<file path="src/rtl/bp_pkg.sv">
// Shared constants and helpers for the branch-prediction controller.
// Counter encodings are width-generic; the localparams give the default-width values.
package bp_pkg;

    localparam int unsigned BP_CWIDTH = 2;

    function automatic logic [31:0] weak_t_fn(int unsigned cw);
        return 32'(1) << (cw - 1);
    endfunction

    function automatic logic [31:0] weak_nt_fn(int unsigned cw);
        return weak_t_fn(cw) - 32'(1);
    endfunction

    function automatic logic [31:0] ctr_max_fn(int unsigned cw);
        return (32'(1) << cw) - 32'(1);
    endfunction

    localparam logic [BP_CWIDTH-1:0] WEAK_T   = BP_CWIDTH'(weak_t_fn(BP_CWIDTH));
    localparam logic [BP_CWIDTH-1:0] WEAK_NT  = BP_CWIDTH'(weak_nt_fn(BP_CWIDTH));
    localparam logic [BP_CWIDTH-1:0] CTR_MAX  = BP_CWIDTH'(ctr_max_fn(BP_CWIDTH));

endpackage

</file>
<file path="src/rtl/bp_sat_counter.sv">
// Next-state logic for a saturating branch counter.
// A miss seeds the weak state in the direction of the outcome.
module bp_sat_counter
    import bp_pkg::*;
#(
    parameter int unsigned CWIDTH = BP_CWIDTH
) (
    input  logic [CWIDTH-1:0] ctr,
    input  logic              valid,
    input  logic              taken,
    output logic [CWIDTH-1:0] ctr_next
);

    localparam logic [CWIDTH-1:0] C_WEAK_T  = CWIDTH'(weak_t_fn(CWIDTH));
    localparam logic [CWIDTH-1:0] C_WEAK_NT = CWIDTH'(weak_nt_fn(CWIDTH));
    localparam logic [CWIDTH-1:0] C_MAX     = CWIDTH'(ctr_max_fn(CWIDTH));

    always_comb begin
        ctr_next = ctr;
        if (!valid) begin
            ctr_next = taken ? C_WEAK_T : C_WEAK_NT;
        end else if (taken) begin
            if (ctr != C_MAX) ctr_next = ctr + CWIDTH'(1);
        end else begin
            if (ctr != '0) ctr_next = ctr - CWIDTH'(1);
        end
    end

endmodule

</file>
<file path="src/rtl/bp_predict_ctrl.sv">
// Branch-prediction controller around bp_cache: fetch prediction on port 0, update on port 1.
// Optional macro BP_STATS_EN adds branch / mispredict statistic counters.
module bp_predict_ctrl
    import bp_pkg::*;
#(
    parameter int unsigned AWIDTH = 32,
    parameter int unsigned DWIDTH = 32,
    parameter int unsigned CWIDTH = BP_CWIDTH
) (
    input  logic              clk,
    input  logic              reset,
    input  logic [AWIDTH-1:0] pc_guess,
    input  logic              is_br_guess,
    input  logic [AWIDTH-1:0] pc_check,
    input  logic              is_br_check,
    input  logic              br_taken_check,
    input  logic              pred_check,
    input  logic              stall,
    output logic              br_pred_taken,
    output logic [AWIDTH-1:0] ra0,
    output logic [AWIDTH-1:0] ra1,
    input  logic [DWIDTH-1:0] dout0,
    input  logic              hit0,
    input  logic [DWIDTH-1:0] dout1,
    input  logic              hit1,
    output logic [AWIDTH-1:0] wa,
    output logic [DWIDTH-1:0] din,
    output logic              we
`ifdef BP_STATS_EN
    ,
    output logic [31:0]       stat_branches,
    output logic [31:0]       stat_mispredicts
`endif
);

    logic              pend_valid;
    logic [AWIDTH-1:0] pend_addr;
    logic [CWIDTH-1:0] pend_ctr;

    logic              byp0;
    logic              byp1;
    logic [CWIDTH-1:0] eff_ctr0;
    logic [CWIDTH-1:0] eff_ctr1;
    logic              valid1;
    logic              capture;
    logic [CWIDTH-1:0] ctr_next;
    logic              unused_bits;

    assign ra0 = pc_guess;
    assign ra1 = pc_check;

    assign we  = pend_valid;
    assign wa  = pend_addr;
    assign din = {{(DWIDTH-CWIDTH){1'b0}}, pend_ctr};

    // The pending entry is one cycle ahead of the cache, so it wins over cache data.
    assign byp0     = pend_valid && (pend_addr == pc_guess);
    assign byp1     = pend_valid && (pend_addr == pc_check);
    assign eff_ctr0 = byp0 ? pend_ctr : dout0[CWIDTH-1:0];
    assign eff_ctr1 = byp1 ? pend_ctr : dout1[CWIDTH-1:0];
    assign valid1   = byp1 || hit1;

    assign br_pred_taken = is_br_guess && (byp0 || hit0) && eff_ctr0[CWIDTH-1];

    assign capture = is_br_check && !stall;

    assign unused_bits = ^{dout0[DWIDTH-1:CWIDTH], dout1[DWIDTH-1:CWIDTH], pred_check};

    bp_sat_counter #(
        .CWIDTH (CWIDTH)
    ) u_sat_counter (
        .ctr      (eff_ctr1),
        .valid    (valid1),
        .taken    (br_taken_check),
        .ctr_next (ctr_next)
    );

    always_ff @(posedge clk or posedge reset) begin
        if (reset) begin
            pend_valid <= 1'b0;
            pend_addr  <= '0;
            pend_ctr   <= '0;
        end else if (capture) begin
            pend_valid <= 1'b1;
            pend_addr  <= pc_check;
            pend_ctr   <= ctr_next;
        end else begin
            pend_valid <= 1'b0;
        end
    end

`ifdef BP_STATS_EN
    always_ff @(posedge clk or posedge reset) begin
        if (reset) begin
            stat_branches    <= '0;
            stat_mispredicts <= '0;
        end else if (capture) begin
            stat_branches <= stat_branches + 32'(1);
            if (pred_check != br_taken_check) stat_mispredicts <= stat_mispredicts + 32'(1);
        end
    end
`endif

endmodule

</file>
<file path="config.mk">
export PLATFORM = sky130hd
export DESIGN_NAME = bp_predict_ctrl
export DESIGN_NICKNAME = d
export VERILOG_FILES = /design/src/rtl/bp_pkg.sv /design/src/rtl/bp_sat_counter.sv /design/src/rtl/bp_predict_ctrl.sv
export SDC_FILE = /design/constraint.sdc
export NUM_CORES = 1
export LEC_CHECK = 0
export ABC_AREA = 1
export CORE_MARGIN = 5
export CORE_UTILIZATION = 37
export DETAILED_ROUTE_END_ITERATION = 10
export GPL_ROUTABILITY_DRIVEN = 1
export PLACE_DENSITY = 0.88
export SLEW_MARGIN = 40
export SYNTH_ARGS = -nofsm -noshare
export SYNTH_HDL_FRONTEND = slang
export SYNTH_SLANG_ARGS = --single-unit
</file>
<file path="constraint.sdc">
create_clock -name clk -period 3 [get_ports clk]
set_input_delay 0.6 -clock clk [delete_from_list [all_inputs] [get_ports clk]]
set_output_delay 0.6 -clock clk [all_outputs]
set_load 0.005 [all_outputs]
</file>
==> out/results.ini <==
[run_status]
status=finished clean

[floorplanning]
die_h_um=107
initial_core_util=0.379
design.portCount=267
coreArea_sq_mm=0.00920
die_x_um=107
dieArea_sq_mm=0.0115
num_rows=35

[flow_run]
cap_violations=0

[cells_and_area]
drive_above_1_share=0.0706
nNetsFinal=830
diodes=0
regArea_sq_um=876
multi_input_area_sq_mm=0.00171
n_fill_cell=865
layout_commonest_cell=nand2_1
final_cell_mix=nand2_1, clkdlybuf4s50_1, inv_1
area_growth_pct=44.7

[clocking]
cts_tree=built
cts.sink_count=35
root_buffer=clkbuf_8
clk_path_buf_depth=2
holdBufCountCts=0
clk_latency_ps=300
clk_pin_slew_ps=80
cts_made_buffers=5
htree_num_levels=2

[synth]
netlist_instances=572
synthDistinctLibCells=32
ys_ff_latch=35
synth.yosys.warnings=0
syn_avg_cell_area_sq_um=6.09
syn-cell-area_sq_mm=0.00348
yosysSeqAreaShare=0.252

[placed_design]
globalplace.congestion=0.954
post-place-ws_ps=-261
portBuffers=174
dp_hpwl_um=9690

[critical_path]
critPathKind=in2out
timing.critical_path.required_ps=2400
crit_arrival_ps=2260
path_max_fanout=3
cp-start-kind=input pin
cp-end-kind=primary output

[timing]
setup_ws_ps=137
fmax_ghz=0.349
finalCritPeriodShare=0.954
report.final.slew_viol_count=0
hold_viol=0
setup_viol=0
finalCriticalPeriod_ps=2860
finalClockSkew_ps=7.27

[grt]
gr-total-overflow=0
track_usage=0.191
grt_pass1_wl_um=17300
antenna_found_initial=0
grt_max_degree=36
grt_pass1_vias=3479

[routing]
drc_errors=0
finalWirelength_um=11600
drt_iter0_drc=260
wl_per_cell_um=14.4
vias=3745
viasPerCell=4.65
drt_first_pass_iters=5
ant_nets=0

[power]
leakagePower_nw=2.61
max-vdd-ir-drop_uv=186
powerDensity_mw_per_mm2=376
power_mw=1.90

[min_path]
hold_path.class=reg2reg

what timing repair did:
item,CTS,global route
pin swaps,4,10
endpoints found under the hold margin,0,0
setup endpoints to repair,1,1
gates resized for setup,7,20
buffers inserted,0,0
logic make-up (layout without fill, tap and decap cells):
group	after synthesis	after routing	synth area share
and+or+nand+nor	277	277	0.322
buffers and inverters	187	280	0.303
AOI/OAI and AO/OA	61	61	0.0952
DFF	35	35	0.252
xor gates and xnor gates	11	11	0.0277
other	1	30	0.00108
state kept, by name, indices dropped and copies added (netlist names):
| register | count |
|---|---|
| wa | 32 |
| pend_ctr | 2 |
| we | 1 |
per-layer routing:
metal | part of all wire | up-vias | GRT usage
met1 | 0.39 | 1662 | 0.234
li1 | - | 1853 | -
met2 | 0.48 | 214 | 0.329
met4 | 0.015 | 0 | 0.0420
met5 | 0 | - | 0
met3 | 0.11 | 16 | 0.0614
through the flow:
step / cell area [sq um] / setup TNS (ps) / hold slack (ps) / cells / util
after floorplan: 3590 / 0 / 514 / 601 / -
after global placement: 4840 / -266 / 550 / 797 / 0.526
after detailed placement: 4840 / -261 / 559 / 797 / 0.526
after CTS: 4980 / 0 / 582 / 805 / 0.542
after global routing: 5040 / -7.83 / 635 / 805 / 0.548
final: 5040 / 0 / 584 / 805 / 0.548
final timing paths:
| check | to | cells after the start | start | slack (ps) |
|---|---|---|---|---|
| setup / recovery | br_pred_taken | 11 | pc_guess[3] | 140 |
| hold / removal | pend_ctr[0] | 2 | pend_ctr[0] | 580 |
| setup reg to reg | pend_ctr[0] | 15 | wa[18] | 1170 |
| hold reg to reg | pend_ctr[0] | 2 | pend_ctr[0] | 580 |
| max in group asynchronous | wa[21] | 3 | reset | 1940 |
| min in group asynchronous | wa[14] | 3 | reset | 720 |
report_power, final:
part / internal (mW) / total (mW) / switching, mW
sequential: 0.531 / 0.603 / 0.0719
clock: 0.332 / 0.533 / 0.202
combinational: 0.390 / 0.760 / 0.370
total: 1.25 / 1.90 / 0.643
synthesized netlist by cell type (all sizes together):
cell type / n / area [sq um]
a211oi: 2 / 15.0
a21boi: 1 / 7.51
a21oi: 3 / 18.8
and3: 2 / 12.5
buf: 96 / 713
clkbuf: 5 / 18.8
conb: 1 / 3.75
dfrtp: 35 / 876
inv: 86 / 323
nand2: 195 / 739
nand3: 14 / 75.1
nand3b: 1 / 7.51
nand4: 3 / 18.8
nor2: 52 / 205
nor2b: 1 / 6.26
nor3: 2 / 10.0
nor3b: 1 / 7.51
nor4: 1 / 6.26
o2111ai: 3 / 26.3
o21ai: 49 / 245
o22ai: 3 / 18.8
or2: 5 / 31.3
xnor2: 4 / 35.0
xor2: 7 / 61.3
cell type report:
type,count,share of cell area
timing repair buffer,186,0.369
clock inverter,3,0.0134
sequential,35,0.174
inverter,86,0.0641
multi-input combinational,379,0.338
clock buffer,5,0.0137
tap,111,0.0276
worst max-delay path: stages:
cell and delay [ps]:
clkdlybuf4s50_1 500, o21ai_0 100, nor2_1 130, o2111ai_1 110, nor2_1 150, nand3_2 140
nor2_4 110, nand2_1 50, o21ai_0 60, nor2_1 50, dlygate4sd2_1 260
Note: power is estimated with default switching activity, not from simulation.
